===== src/rtl/vi_pkg.sv =====
// Shared widths and the stage record for the result delay pipe.
// The record layout matches the payload order the pipe stores per stage.
package vi_pkg;

  localparam int unsigned DATA_W_DEF = 32;
  localparam int unsigned ADDR_W_DEF = 5;
  localparam int unsigned XLEN       = 32;

  typedef struct packed {
    logic                  valid;
    logic                  wr_en;
    logic [ADDR_W_DEF-1:0] addr;
    logic [DATA_W_DEF-1:0] data;
    logic [XLEN-1:0]       instr;
    logic [XLEN-1:0]       pc;
  } stage_t;

endpackage


===== src/rtl/mul_delay_pipe_if.sv =====
// Bus bundle of the result delay pipe: entry input, pipe controls, final-stage
// output, bypass lookup and occupancy. The DUT takes the slave view.
interface mul_delay_pipe_if #(
  parameter int unsigned DEPTH  = 5,
  parameter int unsigned DATA_W = vi_pkg::DATA_W_DEF,
  parameter int unsigned ADDR_W = vi_pkg::ADDR_W_DEF
);
  localparam int unsigned OccW = $clog2(DEPTH + 1);

  logic                    valid_i;
  logic [DATA_W-1:0]       data_i;
  logic [ADDR_W-1:0]       addr_i;
  logic                    wr_en_i;
  logic [vi_pkg::XLEN-1:0] instr_i;
  logic [vi_pkg::XLEN-1:0] pc_i;
  logic                    stall_i;
  logic                    flush_i;
  logic [ADDR_W-1:0]       rd_addr_a_i;
  logic [ADDR_W-1:0]       rd_addr_b_i;

  logic                    valid_o;
  logic [DATA_W-1:0]       data_o;
  logic [ADDR_W-1:0]       addr_o;
  logic                    wr_en_o;
  logic [vi_pkg::XLEN-1:0] instr_o;
  logic [vi_pkg::XLEN-1:0] pc_o;
  logic                    hit_a_o;
  logic                    hit_b_o;
  logic [DATA_W-1:0]       hit_data_a_o;
  logic [DATA_W-1:0]       hit_data_b_o;
  logic                    stall_req_o;
  logic [OccW-1:0]         occupancy_o;

  modport master (
    output valid_i, data_i, addr_i, wr_en_i, instr_i, pc_i, stall_i, flush_i,
           rd_addr_a_i, rd_addr_b_i,
    input  valid_o, data_o, addr_o, wr_en_o, instr_o, pc_o, hit_a_o, hit_b_o,
           hit_data_a_o, hit_data_b_o, stall_req_o, occupancy_o
  );

  modport slave (
    input  valid_i, data_i, addr_i, wr_en_i, instr_i, pc_i, stall_i, flush_i,
           rd_addr_a_i, rd_addr_b_i,
    output valid_o, data_o, addr_o, wr_en_o, instr_o, pc_o, hit_a_o, hit_b_o,
           hit_data_a_o, hit_data_b_o, stall_req_o, occupancy_o
  );

endinterface


===== src/rtl/pipe_stage_reg.sv =====
// One delay stage: shift in, hold on stall, kill on flush (flush beats stall).
module pipe_stage_reg #(
  parameter int unsigned PAYLOAD_W = 8
) (
  input  logic                 clk_i,
  input  logic                 rsn_i,
  input  logic                 stall_i,
  input  logic                 flush_i,
  input  logic                 valid_i,
  input  logic                 wr_en_i,
  input  logic [PAYLOAD_W-1:0] payload_i,
  output logic                 valid_o,
  output logic                 wr_en_o,
  output logic [PAYLOAD_W-1:0] payload_o
);

  logic                 valid_d, valid_q;
  logic                 wr_en_d, wr_en_q;
  logic [PAYLOAD_W-1:0] payload_d, payload_q;

  always_comb begin
    valid_d   = valid_q;
    wr_en_d   = wr_en_q;
    payload_d = payload_q;
    if (flush_i) begin
      valid_d   = 1'b0;
      wr_en_d   = 1'b0;
      payload_d = payload_i;
    end else if (!stall_i) begin
      valid_d   = valid_i;
      wr_en_d   = wr_en_i;
      payload_d = payload_i;
    end
  end

  always_ff @(posedge clk_i or negedge rsn_i) begin
    if (!rsn_i) begin
      valid_q   <= 1'b0;
      wr_en_q   <= 1'b0;
      payload_q <= '0;
    end else begin
      valid_q   <= valid_d;
      wr_en_q   <= wr_en_d;
      payload_q <= payload_d;
    end
  end

  assign valid_o   = valid_q;
  assign wr_en_o   = wr_en_q;
  assign payload_o = payload_q;

endmodule


===== src/rtl/mul_delay_pipe.sv =====
// Fixed-latency result delay pipe with a register bypass lookup over all stages.
// Stages at or beyond READY_STAGE forward data; younger matches request a stall.
module mul_delay_pipe import vi_pkg::*; #(
  parameter int unsigned DEPTH       = 5,
  parameter int unsigned DATA_W      = DATA_W_DEF,
  parameter int unsigned ADDR_W      = ADDR_W_DEF,
  parameter int unsigned READY_STAGE = DEPTH
) (
  input logic             clk_i,
  input logic             rsn_i,
  mul_delay_pipe_if.slave bus
);

  localparam int unsigned PayloadW = ADDR_W + DATA_W + 2 * XLEN;
  localparam int unsigned OccW     = $clog2(DEPTH + 1);
  localparam int unsigned Last     = DEPTH - 1;

  logic                in_valid   [DEPTH];
  logic                in_wr_en   [DEPTH];
  logic [PayloadW-1:0] in_payload [DEPTH];
  logic                st_valid   [DEPTH];
  logic                st_wr_en   [DEPTH];
  logic [PayloadW-1:0] st_payload [DEPTH];
  logic [ADDR_W-1:0]   st_addr    [DEPTH];
  logic [DATA_W-1:0]   st_data    [DEPTH];

  for (genvar k = 0; k < DEPTH; k++) begin : g_stage
    if (k == 0) begin : g_head
      // Gate wr_en with valid so an invalid stage never carries a live write.
      assign in_valid[k]   = bus.valid_i;
      assign in_wr_en[k]   = bus.valid_i & bus.wr_en_i;
      assign in_payload[k] = {bus.addr_i, bus.data_i, bus.instr_i, bus.pc_i};
    end else begin : g_body
      assign in_valid[k]   = st_valid[k-1];
      assign in_wr_en[k]   = st_wr_en[k-1];
      assign in_payload[k] = st_payload[k-1];
    end

    pipe_stage_reg #(
      .PAYLOAD_W (PayloadW)
    ) u_stage (
      .clk_i     (clk_i),
      .rsn_i     (rsn_i),
      .stall_i   (bus.stall_i),
      .flush_i   (bus.flush_i),
      .valid_i   (in_valid[k]),
      .wr_en_i   (in_wr_en[k]),
      .payload_i (in_payload[k]),
      .valid_o   (st_valid[k]),
      .wr_en_o   (st_wr_en[k]),
      .payload_o (st_payload[k])
    );

    assign st_addr[k] = st_payload[k][PayloadW-1 -: ADDR_W];
    assign st_data[k] = st_payload[k][2*XLEN +: DATA_W];
  end

  assign bus.valid_o = st_valid[Last];
  assign bus.wr_en_o = st_valid[Last] & st_wr_en[Last];
  assign {bus.addr_o, bus.data_o, bus.instr_o, bus.pc_o} = st_payload[Last];

  logic [ADDR_W-1:0] rd_addr  [2];
  logic              hit      [2];
  logic              wait_req [2];
  logic [DATA_W-1:0] hit_data [2];

  assign rd_addr[0] = bus.rd_addr_a_i;
  assign rd_addr[1] = bus.rd_addr_b_i;

  // Walk oldest to youngest so the youngest match is the last one written.
  always_comb begin
    for (int s = 0; s < 2; s++) begin
      hit[s]      = 1'b0;
      wait_req[s] = 1'b0;
      hit_data[s] = '0;
      for (int k = int'(DEPTH) - 1; k >= 0; k--) begin
        if (st_valid[k] && st_wr_en[k] && (st_addr[k] == rd_addr[s]) &&
            (rd_addr[s] != '0)) begin
          hit[s]      = (k + 1 >= int'(READY_STAGE));
          wait_req[s] = (k + 1 < int'(READY_STAGE));
          hit_data[s] = (k + 1 >= int'(READY_STAGE)) ? st_data[k] : '0;
        end
      end
    end
  end

  assign bus.hit_a_o      = hit[0];
  assign bus.hit_b_o      = hit[1];
  assign bus.hit_data_a_o = hit_data[0];
  assign bus.hit_data_b_o = hit_data[1];
  assign bus.stall_req_o  = wait_req[0] | wait_req[1];

  logic [OccW-1:0] occ;

  always_comb begin
    occ = '0;
    for (int k = 0; k < int'(DEPTH); k++) begin
      occ = occ + OccW'(st_valid[k]);
    end
  end

  assign bus.occupancy_o = occ;

endmodule


===== src/flat_wrapper.sv =====
// flat-port wrapper written by rule: the top's interface ports become plain ports
module mul_delay_pipe_flat import vi_pkg::*;
#(
  parameter int unsigned DEPTH       = 5,
  parameter int unsigned DATA_W      = DATA_W_DEF,
  parameter int unsigned ADDR_W      = ADDR_W_DEF,
  parameter int unsigned READY_STAGE = DEPTH
)
  (clk_i, rsn_i, bus_valid_i, bus_data_i, bus_addr_i, bus_wr_en_i, bus_instr_i, bus_pc_i, bus_stall_i, bus_flush_i, bus_rd_addr_a_i, bus_rd_addr_b_i, bus_valid_o, bus_data_o, bus_addr_o, bus_wr_en_o, bus_instr_o, bus_pc_o, bus_hit_a_o, bus_hit_b_o, bus_hit_data_a_o, bus_hit_data_b_o, bus_stall_req_o, bus_occupancy_o);
  mul_delay_pipe_if #(.DEPTH(DEPTH), .DATA_W(DATA_W), .ADDR_W(ADDR_W)) bus_i ();
  input logic clk_i;
  input logic rsn_i;
  input wire logic [$bits(bus_i.valid_i)-1:0] bus_valid_i;
  input wire logic [$bits(bus_i.data_i)-1:0] bus_data_i;
  input wire logic [$bits(bus_i.addr_i)-1:0] bus_addr_i;
  input wire logic [$bits(bus_i.wr_en_i)-1:0] bus_wr_en_i;
  input wire logic [$bits(bus_i.instr_i)-1:0] bus_instr_i;
  input wire logic [$bits(bus_i.pc_i)-1:0] bus_pc_i;
  input wire logic [$bits(bus_i.stall_i)-1:0] bus_stall_i;
  input wire logic [$bits(bus_i.flush_i)-1:0] bus_flush_i;
  input wire logic [$bits(bus_i.rd_addr_a_i)-1:0] bus_rd_addr_a_i;
  input wire logic [$bits(bus_i.rd_addr_b_i)-1:0] bus_rd_addr_b_i;
  output wire logic [$bits(bus_i.valid_o)-1:0] bus_valid_o;
  output wire logic [$bits(bus_i.data_o)-1:0] bus_data_o;
  output wire logic [$bits(bus_i.addr_o)-1:0] bus_addr_o;
  output wire logic [$bits(bus_i.wr_en_o)-1:0] bus_wr_en_o;
  output wire logic [$bits(bus_i.instr_o)-1:0] bus_instr_o;
  output wire logic [$bits(bus_i.pc_o)-1:0] bus_pc_o;
  output wire logic [$bits(bus_i.hit_a_o)-1:0] bus_hit_a_o;
  output wire logic [$bits(bus_i.hit_b_o)-1:0] bus_hit_b_o;
  output wire logic [$bits(bus_i.hit_data_a_o)-1:0] bus_hit_data_a_o;
  output wire logic [$bits(bus_i.hit_data_b_o)-1:0] bus_hit_data_b_o;
  output wire logic [$bits(bus_i.stall_req_o)-1:0] bus_stall_req_o;
  output wire logic [$bits(bus_i.occupancy_o)-1:0] bus_occupancy_o;
  assign bus_i.valid_i = bus_valid_i;
  assign bus_i.data_i = bus_data_i;
  assign bus_i.addr_i = bus_addr_i;
  assign bus_i.wr_en_i = bus_wr_en_i;
  assign bus_i.instr_i = bus_instr_i;
  assign bus_i.pc_i = bus_pc_i;
  assign bus_i.stall_i = bus_stall_i;
  assign bus_i.flush_i = bus_flush_i;
  assign bus_i.rd_addr_a_i = bus_rd_addr_a_i;
  assign bus_i.rd_addr_b_i = bus_rd_addr_b_i;
  assign bus_valid_o = bus_i.valid_o;
  assign bus_data_o = bus_i.data_o;
  assign bus_addr_o = bus_i.addr_o;
  assign bus_wr_en_o = bus_i.wr_en_o;
  assign bus_instr_o = bus_i.instr_o;
  assign bus_pc_o = bus_i.pc_o;
  assign bus_hit_a_o = bus_i.hit_a_o;
  assign bus_hit_b_o = bus_i.hit_b_o;
  assign bus_hit_data_a_o = bus_i.hit_data_a_o;
  assign bus_hit_data_b_o = bus_i.hit_data_b_o;
  assign bus_stall_req_o = bus_i.stall_req_o;
  assign bus_occupancy_o = bus_i.occupancy_o;
  mul_delay_pipe #(.DEPTH(DEPTH), .DATA_W(DATA_W), .ADDR_W(ADDR_W), .READY_STAGE(READY_STAGE)) u_core (.clk_i(clk_i), .rsn_i(rsn_i), .bus(bus_i));
endmodule

===== config.mk =====
export PLATFORM = sky130hd
export DESIGN_NAME = mul_delay_pipe_flat
export DESIGN_NICKNAME = d
export VERILOG_FILES = /design/src/rtl/vi_pkg.sv /design/src/rtl/mul_delay_pipe_if.sv /design/src/rtl/pipe_stage_reg.sv /design/src/rtl/mul_delay_pipe.sv /design/src/flat_wrapper.sv
export SDC_FILE = /design/constraint.sdc
export NUM_CORES = 1
export LEC_CHECK = 0
export BUFFER_PORTS_ARGS = -buffer_cell sky130_fd_sc_hd__clkbuf_2
export CELL_PAD_IN_SITES_DETAIL_PLACEMENT = 2
export CELL_PAD_IN_SITES_GLOBAL_PLACEMENT = 2
export CORE_MARGIN = 5
export CORE_UTILIZATION = 41
export CTS_CLUSTER_DIAMETER = 60
export DETAILED_ROUTE_END_ITERATION = 16
export HOLD_SLACK_MARGIN = 0.03
export PLACE_DENSITY = 0.92
export SLEW_MARGIN = 20
export SYNTH_ARGS = -nofsm -noshare
export SYNTH_HDL_FRONTEND = slang
export SYNTH_SLANG_ARGS = --single-unit

===== constraint.sdc =====
create_clock -name clk_i -period 2.4 [get_ports clk_i]
set_input_delay 0.24 -clock clk_i [delete_from_list [all_inputs] [get_ports clk_i]]
set_output_delay 0.24 -clock clk_i [all_outputs]
set_load 0.005 [all_outputs]

==> results.sh <==
export IMPL_die_area_mm2=0.0552
export IMPL_synth_top_area_share_pct=62.2
export IMPL_multi_input_area_mm2=0.00755
export IMPL_synth_top_area_cell="dfrtp_1"
export IMPL_placed_cell_area_mm2=0.0230
export IMPL_final_cell_mix="dfrtp_1 (507), mux2_2 (473), clkbuf_2 (267), dlygate4sd3_1 (106), clkbuf_16 (57)"
export IMPL_rows=82
export IMPL_final_common_cell="dfrtp_1"
export IMPL_ys_seq_area_share_pct=62.2
export IMPL_synth_area_per_cell_um2=15.4
export IMPL_drc=0
export IMPL_p_leak_nw=12.1
export IMPL_crit_path_cell_trace="ha_4, inv_2, fa_1, inv_2, ha_4, inv_2, fa_1, inv_1, buf_2"
export IMPL_slowest_stage="fa_1"
export IMPL_clk_latency_ps=600
export IMPL_max_freq_mhz=328
export IMPL_ios=290
export IMPL_chipWidth_um=235
export IMPL_synth_seq_cells=515
export IMPL_fin_ws_ps=-650
export IMPL_core_mm2=0.0501
export IMPL_routabilityCongestion=0.825
export IMPL_antenna_found_initial=4
export IMPL_violations="setup timing"
export IMPL_seq_area_mm2=0.0129
export IMPL_layout_drive_gt1_share_pct=56.3
export IMPL_dp_hpwl_um=38500
export IMPL_vdd_drop_max_v=0.000790
export IMPL_syn2layout_area_growth_pct=30.3
export IMPL_min_period_ps=3050
export IMPL_setup_viol=70
export IMPL_syn_nets=1471
export IMPL_netlist_area_mm2=0.0207
export IMPL_ff2ff_path_depth=4
export IMPL_cts_buffers=56
export IMPL_outcome="complete, but fails checks"
export IMPL_fin_skew_ps=15.5
export IMPL_crit_required_ps=2160
export IMPL_cts_tree="built"
export IMPL_root_buffer="clkbuf_16"
export IMPL_cp_max_fo=2
export IMPL_fillerInstances=4491
export IMPL_overflow=0
export IMPL_synth_cell_types=29
export IMPL_drt_pre_antenna_iters=4
export IMPL_routed_wl_um=80500
export IMPL_postSynthCellCount=1350
export IMPL_hold_viol_final=0
export IMPL_setup_tns_ps=-34030
export IMPL_synth_top_cells_by_area="dfrtp_1 (62%), mux2_2 (26%), nor3_2 (2.8%)"
export IMPL_via_per_inst=5.33
export IMPL_crit_arrival_ps=2810
export IMPL_clk_path_buf_depth=3
export IMPL_drv_slew=0
export IMPL_cts_clk_slew_worst_paths_ps=70
export IMPL_drt_iter0_markers=693
export IMPL_worstSetupStartpointType="register"
export IMPL_cp_end_kind="output pin"
export IMPL_drv_cap=0
export IMPL_grt_start_max_net_pins=89
export IMPL_powerDensity_mw_per_mm2=875
export IMPL_final_area_mm2=0.0270
export IMPL_timing_rr_start="u_core.g_stage[0].u_stage.valid_o$_DFFE_PN0P_"
export IMPL_grt_pass1_wl_um=115000
export IMPL_ys_warnings_count=0
export IMPL_io_buffer_count=289
export IMPL_worst_pin_slew_ps=604
export IMPL_start_util_pct=41.4
export IMPL_die_y_um=235
export IMPL_num_nets_final=1919
export IMPL_worstSetupPathType="reg2out"
export IMPL_cts_sinks=515
export IMPL_hold_path_class="in2async"
export IMPL_pre_cts_ws_ps=20.0
export IMPL_finalCritPeriodShare_pct=127
export IMPL_rsz0062_at_grt="true"
export IMPL_ant_nets=0
export IMPL_slew_limit_headroom_pct=59.7
export IMPL_htree_levels=2
export IMPL_dr_total_vias=13400
export IMPL_cp_common_cell="inv_2"
export IMPL_r2r_setup_slack_ps=870
export IMPL_wl_per_cell_um=32.0
export IMPL_slowest_delay_ps=540
export IMPL_grtUsageTotal_pct=27.5
export IMPL_grt_pass1_vias=16000
export IMPL_timing_rr_end="u_core.g_stage[0].u_stage.valid_o$_DFFE_PN0P_"
## registers in the layout (all words and copies together) (netlist names)
| signal | flops |
|---|---|
| u_core.g_stage.u_stage.payload_o | 505 |
| u_core.g_stage.u_stage.wr_en_o | 5 |
| u_core.g_stage.u_stage.valid_o | 5 |
## cell families (layout without fill, tap and decap cells)
group,after synthesis,count (layout),share of synthesized area [%]
flip-flops,515,515,62.2
multiplexers,482,482,26.1
AO/OA/AOI/OAI,34,34,0.845
AND/OR/NAND/NOR,140,140,4.93
other,0,2,0
buffers and inverters,125,618,3.51
adder cells (fa/ha/maj),4,4,0.314
XOR/XNOR,50,50,2.11
## cell usage after synthesis (all sizes together)
cell type,instances
a22o,1
nor4,10
nor2,15
fa,2
buf,77
dfrtp,515
ha,2
xor2,40
xnor2,10
o21ai,32
a21oi,1
mux2i,9
clkbuf,7
nand2b,1
nor3,66
mux2,473
nand4,12
inv,41
nand2,36
## worst max-delay path by stage
| stage | start | end | slack, ps | depth (start not counted) |
|---|---|---|---|---|
| after CTS | u_core.g_stage[1].u_stage.valid_o$_DFFE_PN0P_ | bus_occupancy_o[1] | -610 | 9 |
| after floorplan | u_core.g_stage[1].u_stage.valid_o$_DFFE_PN0P_ | bus_occupancy_o[1] | 230 | 8 |
| after detailed placement | u_core.g_stage[1].u_stage.valid_o$_DFFE_PN0P_ | bus_occupancy_o[1] | 20 | 9 |
| final | u_core.g_stage[1].u_stage.valid_o$_DFFE_PN0P_ | bus_occupancy_o[1] | -650 | 9 |
| after global placement | u_core.g_stage[1].u_stage.valid_o$_DFFE_PN0P_ | bus_occupancy_o[1] | 100 | 9 |
| after global routing | u_core.g_stage[1].u_stage.valid_o$_DFFE_PN0P_ | bus_occupancy_o[1] | -710 | 9 |
## worst max-delay path: cells and delay by family (launching register included)
kind	cells	cell delay [ps]
flops	1	460
buf+inv	5	340
fa+ha+maj	4	1420
## power by group
group          internal, mW  total (mW)  switching [mW]
sequential             9.95        11.1            1.11
clock                  5.10        9.13            4.03
combinational          1.64        3.44            1.80
## metal layers
metal  track usage [%]  part of all wire, %  vias up  wire, um
met4              9.84                  4.0        4      3250
met3              5.10                  4.2      183      3360
met1              30.9                   37     7217     29600
met5                 0                0.034        -        27
li1                  -                    -     5576         -
met2              52.0                   55      436     44200
## area by class of cell
type                       count  area share [%]
sequential                   515            47.7
multi-input combinational    710            28.0
clock inverter                22           0.834
clock buffer                  81            6.09
antenna                        2          0.0185
tap                          672            3.11
timing repair buffer         474            13.7
inverter                      41           0.570
## per-stage QoR
stage          hold WS, ps  total power [mW]  util, %  cells
2_1_floorplan        -55.6              12.3        -   1350
3_3_place_gp           251              13.3     45.9   2270
3_5_place_dp           257              13.8     45.9   2270
4_1_cts                205              23.1     53.7   2512
5_1_grt                261              24.4     54.0   2517
6_report               227              23.6     54.0   2517
## what timing repair did
action                                 4_1_cts  5_1_grt
gates resized for setup                     95       58
pin swaps                                   59       21
setup buffers                               21       11
setup endpoints to repair                   70       70
gates cloned                                12        1
endpoints found under the hold margin      155        0
hold buffers                               106        0
Note: power is estimated with default switching activity, not from simulation.
